--- src/rtl/alu_seq_if.sv ---
// Request/result bundle between the issuing datapath and the sequential ALU.
// The master drives operands and Start; the slave returns result, flags and handshake.
interface alu_seq_if #(
  parameter int W = 8
);
  logic         start;
  logic [3:0]   op;
  logic [W-1:0] a;
  logic [W-1:0] b;
  logic         carry_in;
  logic [W-1:0] out;
  logic [W-1:0] out_hi;
  logic         zero;
  logic         carry;
  logic         neg;
  logic         busy;
  logic         done;

  modport master (
    output start, op, a, b, carry_in,
    input  out, out_hi, zero, carry, neg, busy, done
  );

  modport slave (
    input  start, op, a, b, carry_in,
    output out, out_hi, zero, carry, neg, busy, done
  );
endinterface

--- src/rtl/alu_seq.sv ---
// Registered ALU: single-cycle arithmetic/logic/shift ops plus a W-step
// shift-add unsigned multiplier, with Start/Busy/Done handshake and flags.
module alu_seq #(
  parameter int W = 8,
  parameter int S = $clog2(W)
) (
  input  logic     clk_i,
  input  logic     rst_i,
  alu_seq_if.slave bus
);

  localparam logic [3:0] OP_ADD = 4'd0;
  localparam logic [3:0] OP_ADC = 4'd1;
  localparam logic [3:0] OP_SUB = 4'd2;
  localparam logic [3:0] OP_LSL = 4'd3;
  localparam logic [3:0] OP_LSR = 4'd4;
  localparam logic [3:0] OP_ASR = 4'd5;
  localparam logic [3:0] OP_XOR = 4'd6;
  localparam logic [3:0] OP_AND = 4'd7;
  localparam logic [3:0] OP_OR  = 4'd8;
  localparam logic [3:0] OP_MUL = 4'd9;

  localparam logic [0:0] ST_IDLE = 1'b0;
  localparam logic [0:0] ST_MULT = 1'b1;

  localparam logic [S:0] CNT_LAST = (S+1)'(W - 1);
  localparam logic [S:0] CNT_ONE  = (S+1)'(1);

  logic [0:0]   state_q, state_d;
  logic [S:0]   cnt_q, cnt_d;
  logic [W-1:0] mcand_q, mcand_d;
  logic [W-1:0] acc_hi_q, acc_hi_d;
  logic [W-1:0] acc_lo_q, acc_lo_d;
  logic [W-1:0] out_q, out_d;
  logic [W-1:0] out_hi_q, out_hi_d;
  logic         zero_q, zero_d;
  logic         carry_q, carry_d;
  logic         neg_q, neg_d;
  logic         done_q, done_d;

  logic [S-1:0] sh_amt;
  logic [W:0]   sum_w;
  logic [W:0]   lsl_w;
  logic [W:0]   rsh_w;
  logic [W-1:0] alu_res;
  logic         alu_c;

  logic [W:0]   step_sum;
  logic [W-1:0] step_hi;
  logic [W-1:0] step_lo;

  assign sh_amt = bus.b[S-1:0];

  // Shifts run on a W+1 wide word so the last bit shifted out lands in a
  // fixed position; a zero shift naturally leaves that position clear.
  always_comb begin
    alu_res = '0;
    alu_c   = 1'b0;
    sum_w   = '0;
    lsl_w   = '0;
    rsh_w   = '0;
    case (bus.op)
      OP_ADD: begin
        sum_w   = {1'b0, bus.a} + {1'b0, bus.b};
        alu_res = sum_w[W-1:0];
        alu_c   = sum_w[W];
      end
      OP_ADC: begin
        sum_w   = {1'b0, bus.a} + {1'b0, bus.b} + {{W{1'b0}}, bus.carry_in};
        alu_res = sum_w[W-1:0];
        alu_c   = sum_w[W];
      end
      OP_SUB: begin
        sum_w   = {1'b0, bus.a} + {1'b0, ~bus.b} + {{W{1'b0}}, 1'b1};
        alu_res = sum_w[W-1:0];
        alu_c   = sum_w[W];
      end
      OP_LSL: begin
        lsl_w   = {1'b0, bus.a} << sh_amt;
        alu_res = lsl_w[W-1:0];
        alu_c   = lsl_w[W];
      end
      OP_LSR: begin
        rsh_w   = {bus.a, 1'b0} >> sh_amt;
        alu_res = rsh_w[W:1];
        alu_c   = rsh_w[0];
      end
      OP_ASR: begin
        rsh_w   = $unsigned($signed({bus.a, 1'b0}) >>> sh_amt);
        alu_res = rsh_w[W:1];
        alu_c   = rsh_w[0];
      end
      OP_XOR: alu_res = bus.a ^ bus.b;
      OP_AND: alu_res = bus.a & bus.b;
      OP_OR:  alu_res = bus.a | bus.b;
      default: begin
        alu_res = '0;
        alu_c   = 1'b0;
      end
    endcase
  end

  // One shift-add step: the multiplier sits in acc_lo and is consumed LSB first
  // while partial product bits shift down into it from acc_hi.
  always_comb begin
    step_sum = {1'b0, acc_hi_q} + (acc_lo_q[0] ? {1'b0, mcand_q} : '0);
    step_hi  = step_sum[W:1];
    step_lo  = {step_sum[0], acc_lo_q[W-1:1]};
  end

  always_comb begin
    state_d  = state_q;
    cnt_d    = cnt_q;
    mcand_d  = mcand_q;
    acc_hi_d = acc_hi_q;
    acc_lo_d = acc_lo_q;
    out_d    = out_q;
    out_hi_d = out_hi_q;
    zero_d   = zero_q;
    carry_d  = carry_q;
    neg_d    = neg_q;
    done_d   = 1'b0;
    case (state_q)
      ST_IDLE: begin
        if (bus.start) begin
          if (bus.op == OP_MUL) begin
            mcand_d  = bus.a;
            acc_lo_d = bus.b;
            acc_hi_d = '0;
            cnt_d    = '0;
            state_d  = ST_MULT;
          end else begin
            out_d    = alu_res;
            out_hi_d = '0;
            zero_d   = (alu_res == '0);
            carry_d  = alu_c;
            neg_d    = alu_res[W-1];
            done_d   = 1'b1;
          end
        end
      end
      ST_MULT: begin
        acc_hi_d = step_hi;
        acc_lo_d = step_lo;
        cnt_d    = cnt_q + CNT_ONE;
        if (cnt_q == CNT_LAST) begin
          out_d    = step_lo;
          out_hi_d = step_hi;
          zero_d   = ({step_hi, step_lo} == '0);
          carry_d  = 1'b0;
          neg_d    = step_hi[W-1];
          done_d   = 1'b1;
          cnt_d    = '0;
          state_d  = ST_IDLE;
        end
      end
      default: state_d = ST_IDLE;
    endcase
  end

  always_ff @(posedge clk_i) begin
    if (rst_i) begin
      state_q  <= ST_IDLE;
      cnt_q    <= '0;
      mcand_q  <= '0;
      acc_hi_q <= '0;
      acc_lo_q <= '0;
      out_q    <= '0;
      out_hi_q <= '0;
      zero_q   <= 1'b0;
      carry_q  <= 1'b0;
      neg_q    <= 1'b0;
      done_q   <= 1'b0;
    end else begin
      state_q  <= state_d;
      cnt_q    <= cnt_d;
      mcand_q  <= mcand_d;
      acc_hi_q <= acc_hi_d;
      acc_lo_q <= acc_lo_d;
      out_q    <= out_d;
      out_hi_q <= out_hi_d;
      zero_q   <= zero_d;
      carry_q  <= carry_d;
      neg_q    <= neg_d;
      done_q   <= done_d;
    end
  end

  assign bus.out    = out_q;
  assign bus.out_hi = out_hi_q;
  assign bus.zero   = zero_q;
  assign bus.carry  = carry_q;
  assign bus.neg    = neg_q;
  assign bus.busy   = (state_q == ST_MULT);
  assign bus.done   = done_q;

endmodule

--- src/flat_wrapper.sv ---
// flat-port wrapper written by rule: the top's interface ports become plain ports
module alu_seq_flat 
#(
  parameter int W = 8,
  parameter int S = $clog2(W)
)
  (clk_i, rst_i, bus_start, bus_op, bus_a, bus_b, bus_carry_in, bus_out, bus_out_hi, bus_zero, bus_carry, bus_neg, bus_busy, bus_done);
  alu_seq_if #(.W(W)) bus_i ();
  input  logic clk_i;
  input  logic rst_i;
  input wire logic [$bits(bus_i.start)-1:0] bus_start;
  input wire logic [$bits(bus_i.op)-1:0] bus_op;
  input wire logic [$bits(bus_i.a)-1:0] bus_a;
  input wire logic [$bits(bus_i.b)-1:0] bus_b;
  input wire logic [$bits(bus_i.carry_in)-1:0] bus_carry_in;
  output wire logic [$bits(bus_i.out)-1:0] bus_out;
  output wire logic [$bits(bus_i.out_hi)-1:0] bus_out_hi;
  output wire logic [$bits(bus_i.zero)-1:0] bus_zero;
  output wire logic [$bits(bus_i.carry)-1:0] bus_carry;
  output wire logic [$bits(bus_i.neg)-1:0] bus_neg;
  output wire logic [$bits(bus_i.busy)-1:0] bus_busy;
  output wire logic [$bits(bus_i.done)-1:0] bus_done;
  assign bus_i.start = bus_start;
  assign bus_i.op = bus_op;
  assign bus_i.a = bus_a;
  assign bus_i.b = bus_b;
  assign bus_i.carry_in = bus_carry_in;
  assign bus_out = bus_i.out;
  assign bus_out_hi = bus_i.out_hi;
  assign bus_zero = bus_i.zero;
  assign bus_carry = bus_i.carry;
  assign bus_neg = bus_i.neg;
  assign bus_busy = bus_i.busy;
  assign bus_done = bus_i.done;
  alu_seq #(.W(W), .S(S)) u_core (.clk_i(clk_i), .rst_i(rst_i), .bus(bus_i));
endmodule
--- config.mk ---
export PLATFORM = sky130hd
export DESIGN_NAME = alu_seq_flat
export DESIGN_NICKNAME = d
export VERILOG_FILES = /design/src/rtl/alu_seq_if.sv /design/src/rtl/alu_seq.sv /design/src/flat_wrapper.sv
export SDC_FILE = /design/constraint.sdc
export NUM_CORES = 1
export LEC_CHECK = 0
export BUFFER_PORTS_ARGS = -buffer_cell sky130_fd_sc_hd__buf_2
export CORE_MARGIN = 4
export CORE_UTILIZATION = 54
export DETAILED_ROUTE_END_ITERATION = 10
export HOLD_SLACK_MARGIN = 0.06
export PLACE_DENSITY = 0.77
export SLEW_MARGIN = 20
export SYNTH_ARGS = -nofsm -noshare
export SYNTH_HDL_FRONTEND = slang
export SYNTH_SLANG_ARGS = --single-unit
--- constraint.sdc ---
create_clock -name clk_i -period 3.9 [get_ports clk_i]
set_input_delay 0.39 -clock clk_i [delete_from_list [all_inputs] [get_ports clk_i]]
set_output_delay 0.39 -clock clk_i [all_outputs]
set_load 0.05 [all_outputs]
==> metrics.txt <==
post-synth net total between 600 and 700; crit path max fanout 9; Worst Path Required 4130 ps; Clock power frac between 20 and 30%; max-slew violation total from the final report 0; slew margin rel. around two fifths; multiplexer area fraction after synthesis between 8 and 9%; pin count of the biggest net entering global routing 52; fin cells 700; hold buffers post-CTS 0; synthesized-area fraction occupied by and/or/nand/nor cells 24.14%; Synth top area share 21.83%; Worst Hold End u_core.acc_lo_q[6]; CP Launch Type register; GP Congestion 1.009; CTS H-tree lvls 2; cells on worst reg2reg path 10; Top Ports 45; hpwl dp approximately 10000 microns; synthesized cell area ~4500 sq um; GR Layer Usage met1 36.05%; synth top area cells dfxtp_1 22%, ha_1 10%, nand2_1 5.7%; FF+latch area about 980 sq um; Post-Synthesis Cells ~570; CTS tree built; Vias/cell between 6 and 7; Clock Tree Root clkbuf_8; fmax 311.8 MHz; Combinational Power Share between 30% and 40%; Final Hold Fails 0; WL/cell around 19 microns; Arr. time, crit path ~3400 ps; Clock Skews between 9 and 10 ps; register area share after synthesis about 22%; Switching Fraction between 30% and 40%; initial antenna violation count 0; final setup vio count 0; Compound-Gate Fraction of Synth Area between 20% and 30%; Post-synth EDFFs 0; Area Growth Syn to Fin 7.881%; worst r2r src u_core.acc_lo_q[0]; TNS Setup 0 ps; Yosys cell types 79; Reg clk slew, reported paths 90 ps; nets 657; crit end category register; Reg power frac 41.0%; post-CTS setup buffers 0; Avg Inst Size Synth between 7 and 8 sq um; via count between 4000 and 5000; Max VDD drop roughly 0.16 mV; switching power between 0.4 and 0.5 mW; Reg-to-Reg End u_core.bus.zero; commonest non-fill, non-tap cells in the layout 68 x nand2_1, 57 x nor2_1, 49 x dfxtp_1; Int Pwr about 0.81 mW; final worst-path cycle share 82.25%; clk buf depth 2; Die ar. between 9000 and 10000 sq um; GR peak layer met2; footprint of the multi-input gates roughly 3200 sq um; maxcap violations 0; Rows 33; Die W 99.22 microns; commonest non-fill, non-tap cell in the layout nand2_1; Initial Utilization a little under three fifths; Yosys top cell by area dfxtp_1; Yosys reg bits 49; xor-xnor portion of the synthesized cell area 3.035%; DRC errors left 0; crit path time final 3208 ps; PortBufs 44; met3 usage 2.454%; clock latency at the later pin of the worst-skew pair between 300 and 400 ps; P_leak between 2 and 2.5 nW; WL final around 13000 microns; Crit Path Class register to register; core footprint 8134 sq um; Inserted Clock Buffers 5; share of post-route cells with drive strength above 1 between 10% and 20%; CTS resizes 0; Fill cells 742; Hold Crit Depth 3; Main synth FF type dfxtp_1; Min-Delay Startpoint bus_b[6]; asr flop ratio synth 0%; number of global-route vias before repair about 4200; status complete, no violations; placed insts 692; TritonRoute pass-1 iters 5; power per cell area between 200 and 300 nW/um^2; post-route ant nets 0; Hold Crit Class input port to register; main combinational cell family by area after synthesis compound AO/OA/AOI/OAI gates; routing usage on met2 between 40% and 50%; first-pass GRT wire length about 21000 microns; diodes inserted 0; post-synthesis adder-cell area fraction 11.36%; die height 99.22 microns; gr usage total about a quarter; GRT overflow 0; RSZ-0062 raised after global routing no; clk sinks 49; initial detailed-routing violation count between 300 and 400; yosys warns 0; Worst-Margin Slew between 900 and 1000 ps; R2R setup slack between 600 and 700 ps
layer usage:
metal  wire length, microns  up-vias
met1                   5724     2161
met2                   6215      222
met5                      0        -
met4                    524        0
met3                    990       36
li1                       -     2157
sequential cells by signal, indices dropped and copies added (netlist names), 4 cells and up:
register / count
u_core.acc_hi_q: 8
u_core.acc_lo_q: 8
u_core.bus.out: 8
u_core.bus.out_hi: 8
u_core.mcand_q: 8
u_core.cnt_q: 4
synthesized netlist by cell type, drive strengths merged (5+ instances only):
library cell   n
nor3b          5
nor3          17
nand4          6
inv           24
o21ai         18
o211ai         6
nor2          57
o22ai          6
and3           5
nand2b         7
clkbuf        23
ha            36
a311oi         7
a211oi        12
xnor2         10
buf           13
dfxtp         49
o311a          5
a211o          5
nand2         68
a31oi          5
a21oi         41
nand3         13
mux4           9
o31ai          7
a21o           6
and2          12
nor2b          6
mux2i         14
power groups by stage:
stage	combinational [mW]	clock [mW]	sequential, mW
floorplan	0.275	0	0.561
global placement	0.410	0	0.533
detailed placement	0.416	0	0.533
CTS	0.418	0.324	0.522
global route	0.460	0.340	0.523
finish	0.427	0.323	0.522
logic make-up after synthesis:
kind of cell	Yosys count
AO/OA/AOI/OAI	160
XOR/XNOR	14
adder cells (fa/ha/maj)	39
buffers and inverters	61
flip-flops	49
multiplexers	25
AND/OR/NAND/NOR	221
cell type report:
type	count	share of cell area, %
Tap cell	105	2.710
Multi-Input combinational cell	459	67.04
Clock inverter	2	0.2839
Inverter	25	1.936
Clock buffer	6	1.704
Sequential cell	49	20.24
Timing Repair Buffer	54	6.092
critical path, cell delays in order, from the launching register on:
cell	delay (ps)
dfxtp_1	370
and2_1	170
ha_1	240
fa_1	470
a211oi_2	250
o21bai_1	130
a2111oi_0	460
nor3_1	170
or4_1	510
o31a_1	260
o32ai_2	110
worst max path at each step:
stage                     cells past startpoint                from                end  slack [ps]
after floorplan                              12            bus_b[0]    u_core.bus.zero         850
after global placement                       11            bus_a[0]    u_core.bus.zero         760
after detailed placement                     10            bus_a[0]  u_core.bus.out[7]         710
after CTS                                    10  u_core.acc_lo_q[0]    u_core.bus.zero         660
after global routing                         10  u_core.acc_lo_q[0]    u_core.bus.zero         480
final                                        10  u_core.acc_lo_q[0]    u_core.bus.zero         690
per-stage QoR:
stage	setup WS, ps	cell area [sq um]	hold slack [ps]	util [%]	power (mW)
final	692.3	4847	391.2	59.59	1.272
after global placement	759.4	4751	437.2	58.41	0.9430
after CTS	662.6	4847	388.7	59.59	1.264
after floorplan	854.4	4493	431.7	-	0.8359
after global routing	477.7	4847	415.3	59.59	1.323
after detailed placement	713.9	4751	442.7	58.41	0.9494
No activity file was read; power rests on OpenSTA's default activity.
